`config.mk`:
```
export PLATFORM = sky130hd
export DESIGN_NAME = controlador_de_partida_flat
export DESIGN_NICKNAME = d
export VERILOG_FILES = /design/src/rtl/controlador_de_partida_if.sv /design/src/rtl/controlador_de_partida.sv /design/src/flat_wrapper.sv
export SDC_FILE = /design/constraint.sdc
export NUM_CORES = 1
export LEC_CHECK = 0
export CAP_MARGIN = 5
export CELL_PAD_IN_SITES_DETAIL_PLACEMENT = 0
export CELL_PAD_IN_SITES_GLOBAL_PLACEMENT = 2
export CORE_ASPECT_RATIO = 0.8
export CORE_MARGIN = 2
export CORE_UTILIZATION = 35
export DETAILED_ROUTE_END_ITERATION = 8
export PLACE_DENSITY_LB_ADDON = 0.1
export SLEW_MARGIN = 25
export SYNTH_ARGS = -nofsm -noshare
export SYNTH_HDL_FRONTEND = slang
export SYNTH_SLANG_ARGS = --single-unit
```
`constraint.sdc`:
```
create_clock -name clock -period 10.6 [get_ports clock]
set_clock_uncertainty 0.05 [all_clocks]
set_input_delay 2.12 -clock clock [delete_from_list [all_inputs] [get_ports clock]]
set_output_delay 2.12 -clock clock [all_outputs]
set_load 0.02 [all_outputs]
```
`src/rtl/controlador_de_partida_if.sv`:
```
// Shot/status bus between the match sequencer and its environment.
// The master side drives the player controls and the map; the slave side reports match status.
interface controlador_de_partida_if;
  logic       iniciar;
  logic       botao_confirmar;
  logic [2:0] coordColuna;
  logic [2:0] coordLinha;
  logic [6:0] mapa0;
  logic [6:0] mapa1;
  logic [6:0] mapa2;
  logic [6:0] mapa3;
  logic [6:0] mapa4;
  logic       enable;
  logic       confirmar;
  logic [3:0] tentativas_restantes;
  logic [3:0] acertos;
  logic       ultimo_acerto;
  logic       coord_invalida;
  logic       vitoria;
  logic       derrota;
  logic [2:0] estado;

  modport master (
    output iniciar, botao_confirmar, coordColuna, coordLinha,
           mapa0, mapa1, mapa2, mapa3, mapa4,
    input  enable, confirmar, tentativas_restantes, acertos,
           ultimo_acerto, coord_invalida, vitoria, derrota, estado
  );

  modport slave (
    input  iniciar, botao_confirmar, coordColuna, coordLinha,
           mapa0, mapa1, mapa2, mapa3, mapa4,
    output enable, confirmar, tentativas_restantes, acertos,
           ultimo_acerto, coord_invalida, vitoria, derrota, estado
  );
endinterface

```
`src/rtl/controlador_de_partida.sv`:
```
// Turn sequencer for one battleship match on the 5x7 LED board: validates shots,
// pulses confirmar to the attack manager, and tracks hits, attempts and the match outcome.
module controlador_de_partida #(
  parameter int MAX_TENTATIVAS = 10,
  parameter int TOTAL_ALVOS    = 8
) (
  input  logic                      clock,
  input  logic                      reset,
  controlador_de_partida_if.slave   bus
);

  typedef enum logic [2:0] {
    OCIOSO  = 3'd0,
    JOGANDO = 3'd1,
    DISPARO = 3'd2,
    AVALIA  = 3'd3,
    VITORIA = 3'd4,
    DERROTA = 3'd5
  } estado_t;

  estado_t     estado_q, estado_d;
  logic        botao_anterior_q;
  logic [34:0] ja_atacado_q, ja_atacado_d;
  logic [5:0]  idx_q, idx_d;
  logic [3:0]  acertos_q, acertos_d;
  logic [3:0]  tentativas_q, tentativas_d;
  logic        ultimo_q, ultimo_d;
  logic        invalida_q, invalida_d;

  logic        borda;
  logic        coord_ok;
  logic [5:0]  idx_w;
  logic        ja_w;
  logic [34:0] mapa_flat;
  logic        acerto;

  // Cell index is col*7 + row, matching the column-major layout of mapa_flat.
  assign mapa_flat = {bus.mapa4, bus.mapa3, bus.mapa2, bus.mapa1, bus.mapa0};
  assign borda     = bus.botao_confirmar & ~botao_anterior_q;
  assign coord_ok  = (bus.coordColuna <= 3'd4) && (bus.coordLinha <= 3'd6);
  assign idx_w     = 6'(bus.coordColuna) * 6'd7 + 6'(bus.coordLinha);
  assign ja_w      = coord_ok && ja_atacado_q[idx_w];
  assign acerto    = mapa_flat[idx_q];

  always_ff @(posedge clock) begin
    if (reset) begin
      estado_q         <= OCIOSO;
      botao_anterior_q <= 1'b0;
      ja_atacado_q     <= '0;
      idx_q            <= '0;
      acertos_q        <= '0;
      tentativas_q     <= '0;
      ultimo_q         <= 1'b0;
      invalida_q       <= 1'b0;
    end else begin
      estado_q         <= estado_d;
      botao_anterior_q <= bus.botao_confirmar;
      ja_atacado_q     <= ja_atacado_d;
      idx_q            <= idx_d;
      acertos_q        <= acertos_d;
      tentativas_q     <= tentativas_d;
      ultimo_q         <= ultimo_d;
      invalida_q       <= invalida_d;
    end
  end

  always_comb begin
    estado_d     = estado_q;
    ja_atacado_d = ja_atacado_q;
    idx_d        = idx_q;
    acertos_d    = acertos_q;
    tentativas_d = tentativas_q;
    ultimo_d     = ultimo_q;
    invalida_d   = 1'b0;
    case (estado_q)
      OCIOSO: begin
        if (bus.iniciar) begin
          estado_d     = JOGANDO;
          tentativas_d = 4'(MAX_TENTATIVAS);
          acertos_d    = '0;
          ja_atacado_d = '0;
          ultimo_d     = 1'b0;
        end
      end
      JOGANDO: begin
        if (borda) begin
          if (!coord_ok || ja_w) begin
            invalida_d = 1'b1;
          end else begin
            idx_d               = idx_w;
            ja_atacado_d[idx_w] = 1'b1;
            estado_d            = DISPARO;
          end
        end
      end
      DISPARO: begin
        if (acerto && (acertos_q != 4'hF)) acertos_d = acertos_q + 4'd1;
        if (tentativas_q != 4'd0) tentativas_d = tentativas_q - 4'd1;
        ultimo_d = acerto;
        estado_d = AVALIA;
      end
      AVALIA: begin
        // Victory is checked first so a hit on the final attempt still wins.
        if (acertos_q == 4'(TOTAL_ALVOS))  estado_d = VITORIA;
        else if (tentativas_q == 4'd0)     estado_d = DERROTA;
        else                               estado_d = JOGANDO;
      end
      VITORIA, DERROTA: begin
        if (bus.iniciar) estado_d = OCIOSO;
      end
      default: estado_d = OCIOSO;
    endcase
  end

  always_comb begin
    bus.enable               = (estado_q == JOGANDO) || (estado_q == DISPARO) || (estado_q == AVALIA);
    bus.confirmar            = (estado_q == DISPARO);
    bus.vitoria              = (estado_q == VITORIA);
    bus.derrota              = (estado_q == DERROTA);
    bus.estado               = estado_q;
    bus.tentativas_restantes = tentativas_q;
    bus.acertos              = acertos_q;
    bus.ultimo_acerto        = ultimo_q;
    bus.coord_invalida       = invalida_q;
  end

endmodule

```
`src/flat_wrapper.sv`:
```
// flat-port wrapper written by rule: the top's interface ports become plain ports
module controlador_de_partida_flat 
#(
  parameter int MAX_TENTATIVAS = 10,
  parameter int TOTAL_ALVOS    = 8
)
  (clock, reset, bus_iniciar, bus_botao_confirmar, bus_coordColuna, bus_coordLinha, bus_mapa0, bus_mapa1, bus_mapa2, bus_mapa3, bus_mapa4, bus_enable, bus_confirmar, bus_tentativas_restantes, bus_acertos, bus_ultimo_acerto, bus_coord_invalida, bus_vitoria, bus_derrota, bus_estado);
  controlador_de_partida_if bus_i ();
  input  logic clock;
  input  logic reset;
  input wire logic [$bits(bus_i.iniciar)-1:0] bus_iniciar;
  input wire logic [$bits(bus_i.botao_confirmar)-1:0] bus_botao_confirmar;
  input wire logic [$bits(bus_i.coordColuna)-1:0] bus_coordColuna;
  input wire logic [$bits(bus_i.coordLinha)-1:0] bus_coordLinha;
  input wire logic [$bits(bus_i.mapa0)-1:0] bus_mapa0;
  input wire logic [$bits(bus_i.mapa1)-1:0] bus_mapa1;
  input wire logic [$bits(bus_i.mapa2)-1:0] bus_mapa2;
  input wire logic [$bits(bus_i.mapa3)-1:0] bus_mapa3;
  input wire logic [$bits(bus_i.mapa4)-1:0] bus_mapa4;
  output wire logic [$bits(bus_i.enable)-1:0] bus_enable;
  output wire logic [$bits(bus_i.confirmar)-1:0] bus_confirmar;
  output wire logic [$bits(bus_i.tentativas_restantes)-1:0] bus_tentativas_restantes;
  output wire logic [$bits(bus_i.acertos)-1:0] bus_acertos;
  output wire logic [$bits(bus_i.ultimo_acerto)-1:0] bus_ultimo_acerto;
  output wire logic [$bits(bus_i.coord_invalida)-1:0] bus_coord_invalida;
  output wire logic [$bits(bus_i.vitoria)-1:0] bus_vitoria;
  output wire logic [$bits(bus_i.derrota)-1:0] bus_derrota;
  output wire logic [$bits(bus_i.estado)-1:0] bus_estado;
  assign bus_i.iniciar = bus_iniciar;
  assign bus_i.botao_confirmar = bus_botao_confirmar;
  assign bus_i.coordColuna = bus_coordColuna;
  assign bus_i.coordLinha = bus_coordLinha;
  assign bus_i.mapa0 = bus_mapa0;
  assign bus_i.mapa1 = bus_mapa1;
  assign bus_i.mapa2 = bus_mapa2;
  assign bus_i.mapa3 = bus_mapa3;
  assign bus_i.mapa4 = bus_mapa4;
  assign bus_enable = bus_i.enable;
  assign bus_confirmar = bus_i.confirmar;
  assign bus_tentativas_restantes = bus_i.tentativas_restantes;
  assign bus_acertos = bus_i.acertos;
  assign bus_ultimo_acerto = bus_i.ultimo_acerto;
  assign bus_coord_invalida = bus_i.coord_invalida;
  assign bus_vitoria = bus_i.vitoria;
  assign bus_derrota = bus_i.derrota;
  assign bus_estado = bus_i.estado;
  controlador_de_partida #(.MAX_TENTATIVAS(MAX_TENTATIVAS), .TOTAL_ALVOS(TOTAL_ALVOS)) u_core (.clock(clock), .reset(reset), .bus(bus_i));
endmodule
```
# ---- Word-level counts from Yosys, hierarchy flattened
# Index checks and enable logic that the tools add are counted.
# W data, S select, Z words.
dict set report totals {
  register_bits 55
  out_inout_bits 17
  word_cells 83
}
dict set report op_classes {
  n_addsub 3
  mul 1
  magnitude_cmp 5
  n_eq_ne 13
  mux 26
  n_bitwise 6
  n_reduce_logical 21
}
# cell count
set ops {}
lappend ops {{$mux W35} 3}
lappend ops {{$pmux W35 S2} 1}
lappend ops {{$or A35 B35 Y35} 1}
lappend ops {{$mux W3} 6}
lappend ops {{$mux W4} 4}
lappend ops {{$pmux W4 S2} 2}
lappend ops {{$pmux W3 S5} 1}
lappend ops {{$lt A6 B7 Y1 const B} 2}
lappend ops {{$bmux W1 S6} 2}
lappend ops {{$reduce_and A3 Y1} 3}
lappend ops {{$reduce_and A4 Y1} 2}
lappend ops {{$add A6 B3 Y6} 1}
lappend ops {{$demux W1 S6} 1}
lappend ops {{$eq A3 B2 Y1 const B} 2}
lappend ops {{$eq A3 B3 Y1 const B} 2}
lappend ops {{$ge A6 B1 Y1 const B} 1}
lappend ops {{$le A3 B3 Y1 const B} 2}
lappend ops {{$mul A3 B3 Y6 const B} 1}
lappend ops {{$ne A2 B1 Y1 const B} 3}
lappend ops {{$ne A2 B2 Y1 const B} 3}
lappend ops {{$mux W1} 5}
lappend ops {{$add A4 B1 Y4 const B} 1}
lappend ops {{$eq A4 B4 Y1 const B} 1}
lappend ops {{$logic_and A1 B1 Y1} 4}
lappend ops {{other kinds (15)} 21}

# ---- Longest topological paths before layout
dict set report depth {
  ltp_word 10
  ltp_mapped 14
  ltp_nobuf 12
}

# ---- Worst setup path after synthesis
# Ideal clock, no wire load.
dict set report synth_timing {
  kind {input-to-reg}
  from {input bus_coordColuna[0]}
  to {register u_core.idx_q[4]}
  setup_time_ps 69
  arrival_time_ps 5886
  required_ps 10481
  path_slack_ps 4595
  cell_stages 11
  path_buffers 1
  path_cell_list {fa_1 > inv_1 > fa_1 > inv_1 > fa_1 > clkbuf_1 > mux4_2 > mux4_2 > a311o_1 > or4_1 > o21ai_1}
}
dict set report synth_via {
  elab_chain_len 8
  elab_cells_between_ends 11
}
# item line_no
set synth_lines {}
lappend synth_lines {{start: declaration} flat_wrapper.sv:13} ;# input wire logic [$bits(bus_i.coordColuna)-1:0] bus_coordColuna;
lappend synth_lines {{$mul A3 B3 Y6} controlador_de_partida.sv:41} ;# assign idx_w = 6'(bus.coordColuna) * 6'd7 + 6'(bus.coordLinha);
lappend synth_lines {{$add A6 B3 Y6} controlador_de_partida.sv:41}
lappend synth_lines {{net u_core.idx_w[2]} controlador_de_partida.sv:32} ;# logic [5:0] idx_w;
lappend synth_lines {{$bmux W1 S6} controlador_de_partida.sv:42} ;# assign ja_w = coord_ok && ja_atacado_q[idx_w];
lappend synth_lines {{$mux W1 (implied by the code)} controlador_de_partida.sv:42}
lappend synth_lines {{$logic_and A1 B1 Y1} controlador_de_partida.sv:42}
lappend synth_lines {{$logic_or A1 B1 Y1} controlador_de_partida.sv:87} ;# if (!coord_ok || ja_w) begin
lappend synth_lines {{$not A1 Y1 (no line)} n/a}
lappend synth_lines {{$reduce_and A3 Y1 (no line)} n/a}
lappend synth_lines {{end signal: assignment} controlador_de_partida.sv:59} ;# idx_q <= idx_d;
lappend synth_lines {{end: declaration} controlador_de_partida.sv:24} ;# logic [5:0] idx_q, idx_d;
# The timed path passes the listed nets, and every way through them passes these cells. The select of a mux whose other input is x is not followed.
# A chain may end at the register's enable or synchronous reset.

# ---- Worst setup path in the final report
dict set report layout_timing {
  from {input bus_coordColuna[1]}
  to {register u_core.ja_atacado_q[29]}
}
dict set report layout_via {
  elab_chain_len 10
  elab_cells_between_ends 20
}
# item line_no
set layout_lines {}
lappend layout_lines {{$mul A3 B3 Y6 *} controlador_de_partida.sv:41}
lappend layout_lines {{$add A6 B3 Y6 *} controlador_de_partida.sv:41}
lappend layout_lines {{net u_core.idx_w[2]} controlador_de_partida.sv:32}
lappend layout_lines {{$lt A6 B7 Y1 (implied by the code) or $ge A6 B1 Y1 (tied branches)} controlador_de_partida.sv:91} ;# ja_atacado_d[idx_w] = 1'b1;
lappend layout_lines {{$logic_and A1 B1 Y1 (implied by the code)} controlador_de_partida.sv:91}
lappend layout_lines {{$mux W1 (implied by the code)} controlador_de_partida.sv:91}
lappend layout_lines {{$demux W1 S6} n/a}
lappend layout_lines {{$or A35 B35 Y35 (no line)} n/a}
lappend layout_lines {{$mux W35} controlador_de_partida.sv:87}
lappend layout_lines {{$mux W35} controlador_de_partida.sv:86} ;# if (borda) begin
lappend layout_lines {{$pmux W35 S2} controlador_de_partida.sv:75} ;# case (estado_q)
lappend layout_lines {{end signal: assignment} controlador_de_partida.sv:58} ;# ja_atacado_q <= ja_atacado_d;
lappend layout_lines {{end: declaration} controlador_de_partida.sv:23} ;# logic [34:0] ja_atacado_q, ja_atacado_d;
# The timed path passes the listed nets; every way through them passes the cells marked *. The select of a mux whose other input is x is not followed.

==> results_dict.tcl <==
set metrics [dict create \
    max-cap-violations 0 \
    io_buffers 61 \
    seqPwrFrac_pct 39.0 \
    synthArstFlopShare_pct 0 \
    holdPathStages 1 \
    grt_pass1_wl_um 13700 \
    first_pass_iters 5 \
    grt_pass1_vias 2592 \
    initial_utilization_pct 35.9 \
    crit_required_ps 10780 \
    syn_avg_cell_area_um2 9.80 \
    io_pins 62 \
    yosys.cell_types.count 57 \
    arrival_ps 7220 \
    antenna_left 0 \
    cts.sinks 55 \
    worst_slack_ps 3560 \
    cts_hold_buf 0 \
    htreeDepth 2 \
    overflow 0 \
    min_from "u_core.ja_atacado_q[20]" \
    ys_seq_elements 55 \
    die_x_um 111 \
    rsz0062_at_grt "false" \
    worst_setup_path_end_kind "register" \
    synth_edf_count 0 \
    cts_tree "yes" \
    startpoint_type "input pin" \
    status "finished, final reports clean" \
    syn_inst 330 \
    hold_viol_final 0 \
    drc 0 \
    seqCellArea_mm2 0.00110 \
    gp_congestion 0.775 \
    fillers 875 \
    rows 31 \
    yosys.area.top_type_share_pct 34.1 \
    crit_type "in -> reg" \
    antenna_found_initial 0 \
    clk_latency_ps 290 \
    core_area_mm2 0.00900 \
    r2r_setup_slack_ps 7700 \
    cts_root_buf "clkbuf_16" \
    cts_resized 0 \
    setup_violations 0 \
    antenna_cells 0 \
    whs_endpoint "u_core.ja_atacado_q[20]" \
    cts_buffers 5 \
    max_clock_freq_mhz 142 \
    tightest_slew_ps 943 \
    clock_path_buffers 2 \
    reg2reg_to "u_core.bus.acertos[2]" \
    hold_class "reg -> reg" \
    vias_per_cell 5.71 \
    dieArea_mm2 0.0100 \
    p_per_area_mw_per_mm2 136 \
    ys_seq_area_share_pct 34.1 \
    power_frac_comb_pct 26.6 \
    path_max_fanout 35 \
    vias 2821 \
    power.switching_mw 0.169 \
    power.total_mw 0.551 \
    p_sw_share_pct 30.7 \
    synth_fp_nets 394 \
    multi_input_area_mm2 0.00197 \
    intPower_mw 0.382 \
    slew_viol_final 0 \
    post-cts-setup-buffers 0 \
    die_h_um 90.0 \
    regToRegStartpoint "u_core.idx_q[1]" \
    finalSetupTns_ps 0 \
    leakage_nw 1.41 \
    drt-initial-drc-count 214 \
    wl_um 8410 \
    place_ws_ps 3240 \
    finalNetCount 442 \
    ir_worst_vdd_mv 0.0764 \
    clkSlewWorstSetupHoldPaths_ps 70 \
    yosys_warnings 0 \
    period_needed_ps 7040 \
    hpwlAfterDp_um 6140 \
    synth_area_mm2 0.00323 \
    finalCritPeriodShare_pct 66.4 \
    ff2ff_path_depth 6 \
    syn2layout_area_growth_pct 25.8 \
    grt_use_total_pct 16.6 \
    grt_max_degree 39 \
    post_drt_wl_per_cell_um 17.0 \
    pwr-share-clk_pct 34.4 \
    relSlewSlack_pct 36.6 \
    layout-drive-gt1-share_pct 7.39 \
    ys_top_cells_by_area "dfxtp_1, a32o_1, mux4_2, ha_1, mux2i_1" \
    synth_ff_type "dfxtp_1" \
    synth_area_leader_cell "dfxtp_1" \
]
[registers in the layout, summed over array words and instances (netlist names)]
name                             flops
u_core.idx_q                         6
u_core.bus.acertos                   4
u_core.bus.ultimo_acerto             1
u_core.bus.tentativas_restantes      4
u_core.ja_atacado_q                 35
u_core.bus.coord_invalida            1
u_core.bus.estado                    3
u_core.botao_anterior_q              1
[cell usage after synthesis, drive strengths merged (2+ instances only)]
cell and instances:
dfxtp 55, a32o 35, nor2 31, a21oi 21, inv 17, ha 15
clkbuf 14, mux2i 13, mux4 12, o21ai 12, nand3 11, nor3 9
buf 7, nand2 7, nand3b 7, a211oi 5, nand2b 5, nor2b 5
fa 4, or3 4, and3 3, o21a 3, xnor2 3, a221oi 2
a22o 2, a31oi 2, a32oi 2, nor3b 2, nor4 2, o22ai 2
[cell usage in the layout, fill, tap and decap left out, types with 2 or more instances in the layout]
master | synthesis | routed
a32oi_1 | 2 | 2
a32o_1 | 35 | 35
clkbuf_16 | 0 | 5
clkdlybuf4s50_1 | 0 | 61
o21a_1 | 3 | 3
nor3_1 | 9 | 9
mux2i_1 | 13 | 13
a21oi_1 | 21 | 21
fa_1 | 4 | 4
xnor2_1 | 3 | 3
nor3b_1 | 2 | 2
dfxtp_1 | 55 | 55
o21ai_0 | 10 | 10
o22ai_1 | 2 | 2
and3_1 | 3 | 3
nor2_1 | 30 | 30
nand3_1 | 11 | 11
nand3b_1 | 7 | 7
a22o_1 | 2 | 2
inv_1 | 17 | 17
ha_1 | 15 | 15
or3_1 | 4 | 4
mux4_2 | 11 | 11
a211oi_1 | 4 | 4
nand2_1 | 7 | 7
o21ai_1 | 2 | 2
nand2b_1 | 5 | 5
nor2b_1 | 5 | 5
[layer usage]
layer | global-route usage [%] | share of wire, % | vias up
met5 | 0 | 0 | -
met4 | 2.78 | 0.58 | 0
li1 | - | - | 1372
met2 | 23.5 | 41 | 66
met1 | 26.6 | 53 | 1379
met3 | 2.56 | 4.6 | 4
[worst max-delay path, stage by stage]
cell and delay, ps:
clkdlybuf4s50_1 520, fa_1 550, inv_1 50, fa_1 470, inv_1 60, fa_1 1120, mux4_2 420, mux4_2 490
a311o_1 470, nor2_4 640, a32o_1 280
[per-stage QoR]
stage | hold slack, ps | util (%) | instances | area [um^2]
floorplan | 384 | - | 330 | 3230
global placement | 391 | 43.3 | 486 | 3890
detailed placement | 399 | 43.3 | 486 | 3890
CTS | 416 | 45.2 | 494 | 4070
global route | 426 | 45.2 | 494 | 4070
finish | 415 | 45.2 | 494 | 4070
[worst max-delay path by stage]
stage	startpoint	end	slack (ps)	cells after the start
detailed placement	bus_coordColuna[1]	u_core.ja_atacado_q[29]	3240	11
CTS	bus_coordColuna[1]	u_core.ja_atacado_q[29]	3540	11
global route	bus_coordColuna[1]	u_core.ja_atacado_q[24]	3310	11
finish	bus_coordColuna[1]	u_core.ja_atacado_q[29]	3560	11
global placement	bus_coordColuna[1]	u_core.ja_atacado_q[15]	3300	11
floorplan	bus_coordColuna[0]	u_core.idx_q[4]	4600	11
[power groups by stage]
stage / registers (mW) / clock network [mW] / logic [mW]
5_1_grt: 0.216 / 0.204 / 0.161
2_1_floorplan: 0.219 / 0 / 0.0996
4_1_cts: 0.215 / 0.196 / 0.148
3_5_place_dp: 0.220 / 0 / 0.147
3_3_place_gp: 0.220 / 0 / 0.146
6_report: 0.215 / 0.190 / 0.146
[cell families (layout without fill, tap and decap cells)]
kind of cell	count (synthesis)	after routing	synth area share, %
AO/OA/AOI/OAI	99	99	24.0
XOR/XNOR	3	3	0.813
adder cells (fa/ha/maj)	19	19	8.28
buffers and inverters	38	87	5.26
flip-flops	55	55	34.1
multiplexers	26	26	12.8
AND/OR/NAND/NOR	90	90	14.7
[area by class of cell]
| class | instances | area share (%) |
|---|---|---|
| Tap cell | 115 | 3.54 |
| Sequential cell | 55 | 27.1 |
| Clock inverter | 3 | 1.14 |
| Inverter | 17 | 1.57 |
| Clock buffer | 5 | 3.08 |
| Timing Repair Buffer | 62 | 15.2 |
| Multi-Input combinational cell | 237 | 48.4 |
Note: power is estimated with default switching activity, not from simulation.
==> variant, RTL diff (config.mk and constraints unchanged) <==
Make the reset (`reset`) asynchronous in one clocked block.
--- a/src/rtl/controlador_de_partida.sv
+++ b/src/rtl/controlador_de_partida.sv
@@ -42,7 +42,7 @@
   assign ja_w      = coord_ok && ja_atacado_q[idx_w];
   assign acerto    = mapa_flat[idx_q];
 
-  always_ff @(posedge clock) begin
+  always_ff @(posedge clock or posedge reset) begin
     if (reset) begin
       estado_q         <= OCIOSO;
       botao_anterior_q <= 1'b0;
Formal check against the unedited RTL: differs if reset is asserted again (counterexample within 4 cycles, from zero or initial values and one cycle with reset high); with reset held inactive, the same outputs for 10 cycles.
==> variant against the unedited design <==
- synthesized area grew 3.5%
- wire length shrank 0.94%
- power grew 38%
- global-route usage grew 0.15 points
- sequential cell count is the same
- final area grew 2.8%
- worst setup slack gained 440 ps
- clock power shrank 12%
- first-iteration DRC count shrank 30%
- critical endpoint is now u_core.idx_q[3]$_DFFE_PP0P_
- largest power group unchanged
==> variant: results (changes against the unedited design) <==
** Pwr
- Worst voltage drop across the vdd grid :: 0.0802 mV (+5.0%)
- The total leakage power is 1.78 nW (+26%).

** Worst setup path
- Reg2Reg Launch Point :: u_core.idx_q[0]$_DFFE_PP0P_
- The register-to-register path setup slack was 8030 ps (+330 ps).
- Worst path max stage delay :: 1140 ps (+20 ps)
- Number of cells on the worst reg-to-reg path :: 7 (+1)
- The largest fanout of any net on the critical path is 25 (-29%).
- The worst path arrival time was 6720 ps (-500 ps).
- In this run the critical register-to-register path is captured at u_core.bus.acertos[2]$_DFFE_PP0P_.

** GRT
- Wire length of the first global-routing pass :: 13.7 mm (-0.40%)
- Met1 demand-to-capacity share in global routing :: 25.2% (-1.4 points)
- The via count of the first global-routing pass came to 2549 (-1.7%).
- GR met3 Demand/Resource :: 3.87% (+1.3 points)
- The global-route usage over all layers came to 16.7% (+0.15 points).
- The global routing usage on met2 is 24.5% (+0.98 points).
- Maximum number of pins on one net before global-route repair :: 56 (+44%)

** Synth
- Yosys synthesis warning count :: 0 (unchanged)
- In the synthesized netlist, the cells that appear most often are dfrtp_1 (55), nand2_1 (53), o21ai_0 (40).
- Sequential element share of the synthesized area :: 41.1% (+7.1 points)
- Post-Syn Nets :: 389 (-1.3%)
- The count of unique library cells instantiated by Yosys came to 61 (+7.0%).
- The share of flip-flops with an asynchronous set or reset came to 100% (+100 points).
- By area the synthesized netlist is led by dfrtp_1 (41%), o21ai_0 (6.0%), nand2_1 (5.9%).

** STA
- Relative slew margins :: 41.0% (+4.4 points)

** Clocking
- For the worst-skew pair, the clock arrives at the later sink with an insertion delay of approximately 300 ps.
- Clock Tree Root :: clkbuf_16
- The hold-fix buffer count after cts came to 0 (unchanged).
- Number of cells upsized or downsized after cts :: 0 (unchanged)
- Cts bufs inserted :: 5 (unchanged)
- Reg clk slew, reported paths :: 80 ps
- Deepest level of the CTS H-tree :: 2 (unchanged)
- The maximum count of clock buffers along a single path is 2 (unchanged).
- The post-CTS setup-driven buffer insertion count is 0 (unchanged).

** Drt
- The violation count after the first detailed-routing iteration came to 150 (-30%).
- Number of detailed-routing iterations run before antenna repair :: 4 (-1)
- Total detailed-routing wirelength :: 8.34 mm (-0.94%)
- The mean number of vias per cell was 5.42 (-5.0%).

** Finish
- Layout Nets :: 443 (+0.23%)
- Fillers :: 878 (+0.34%)
- Fraction of layout cells with a size suffix above 1 :: 9.21% (+1.8 points)
- Most flop-heavy register :: u_core.ja_atacado_q

** Placed design
- Pre-CTS WS :: 3700 ps (+466 ps)
- The final weighted congestion of routability-driven global placement was 0.735 (-5.1%).
- The number of input and output port buffers inserted came to 61 (unchanged).
- The HPWL after detailed placement is 5.90 mm (-4.0%).

** Status
- The flow ran to the end, and the final reports show no timing, DRC or antenna violations.

** Min path
- The startpoint identified for the worst hold timing path is u_core.ja_atacado_q[4]$_DFFE_PP0P_.
- Worst hold stages :: 2 (+1)
- Worst-case hold path end point :: u_core.ja_atacado_q[4]$_DFFE_PP0P_
variant: stage by stage:
stage / hold WS [ps] / total power [mW] / util [%] / std cells / cell area [sq um]
floorplan: 390 / 0.509 / - / 325 / 3350
global placement: 410 / 0.601 / 44.0 / 487 / 4030
detailed placement: 421 / 0.602 / 44.0 / 487 / 4030
CTS: 437 / 0.773 / 45.7 / 495 / 4180
global route: 453 / 0.817 / 45.7 / 495 / 4180
finish: 433 / 0.761 / 45.7 / 495 / 4180
variant: how the worst max path moves through the flow:
stage                             from                           to  slack (ps)  cells after the start
finish              bus_coordColuna[1]  u_core.idx_q[3]$_DFFE_PP0P_        4010                     11
global route        bus_coordColuna[1]  u_core.idx_q[3]$_DFFE_PP0P_        3720                     11
CTS                 bus_coordColuna[1]  u_core.idx_q[3]$_DFFE_PP0P_        3990                     11
detailed placement  bus_coordColuna[1]  u_core.idx_q[3]$_DFFE_PP0P_        3700                     11
global placement    bus_coordColuna[1]  u_core.idx_q[4]$_DFFE_PP0P_        3830                     11
floorplan           bus_coordColuna[0]  u_core.idx_q[3]$_DFFE_PP0P_        5010                     12
variant: worst min-delay path: stages, from the launching register on:
cell and delay, ps:
dfrtp_1 340, nand2_1 40, o21ai_0 60
variant: area by class of cell:
class                           count  share of cell area [%]
Clock buffer                        5                    2.99
Multi-Input combinational cell    241                    43.9
Clock inverter                      3                   0.569
Sequential cell                    55                    32.9
Timing Repair Buffer               63                    15.0
Tap cell                          115                    3.44
Inverter                           13                    1.17
variant: where the power goes:
| group | switching [mW] | internal (mW) | total [mW] |
|---|---|---|---|
| registers | 0.0548 | 0.248 | 0.303 |
| clock network | 0.0795 | 0.0886 | 0.168 |
| logic | 0.145 | 0.145 | 0.290 |
| total | 0.279 | 0.482 | 0.761 |
variant: per-layer routing:
metal	vias up	share of wire, %
li1	1280	-
met1	1336	50
met2	63	43
met3	5	5.5
met4	0	0.83
met5	-	0
variant: cell families after synthesis:
| logic type | Yosys count | share of synthesized area (%) |
|---|---|---|
| AOI/OAI and AO/OA | 69 | 13.4 |
| xor gates and xnor gates | 6 | 1.80 |
| adders and majority gates | 19 | 8.00 |
| buffers and inverters | 29 | 4.00 |
| DFF | 55 | 41.1 |
| muxes | 31 | 13.4 |
| and+or+nand+nor | 116 | 18.3 |
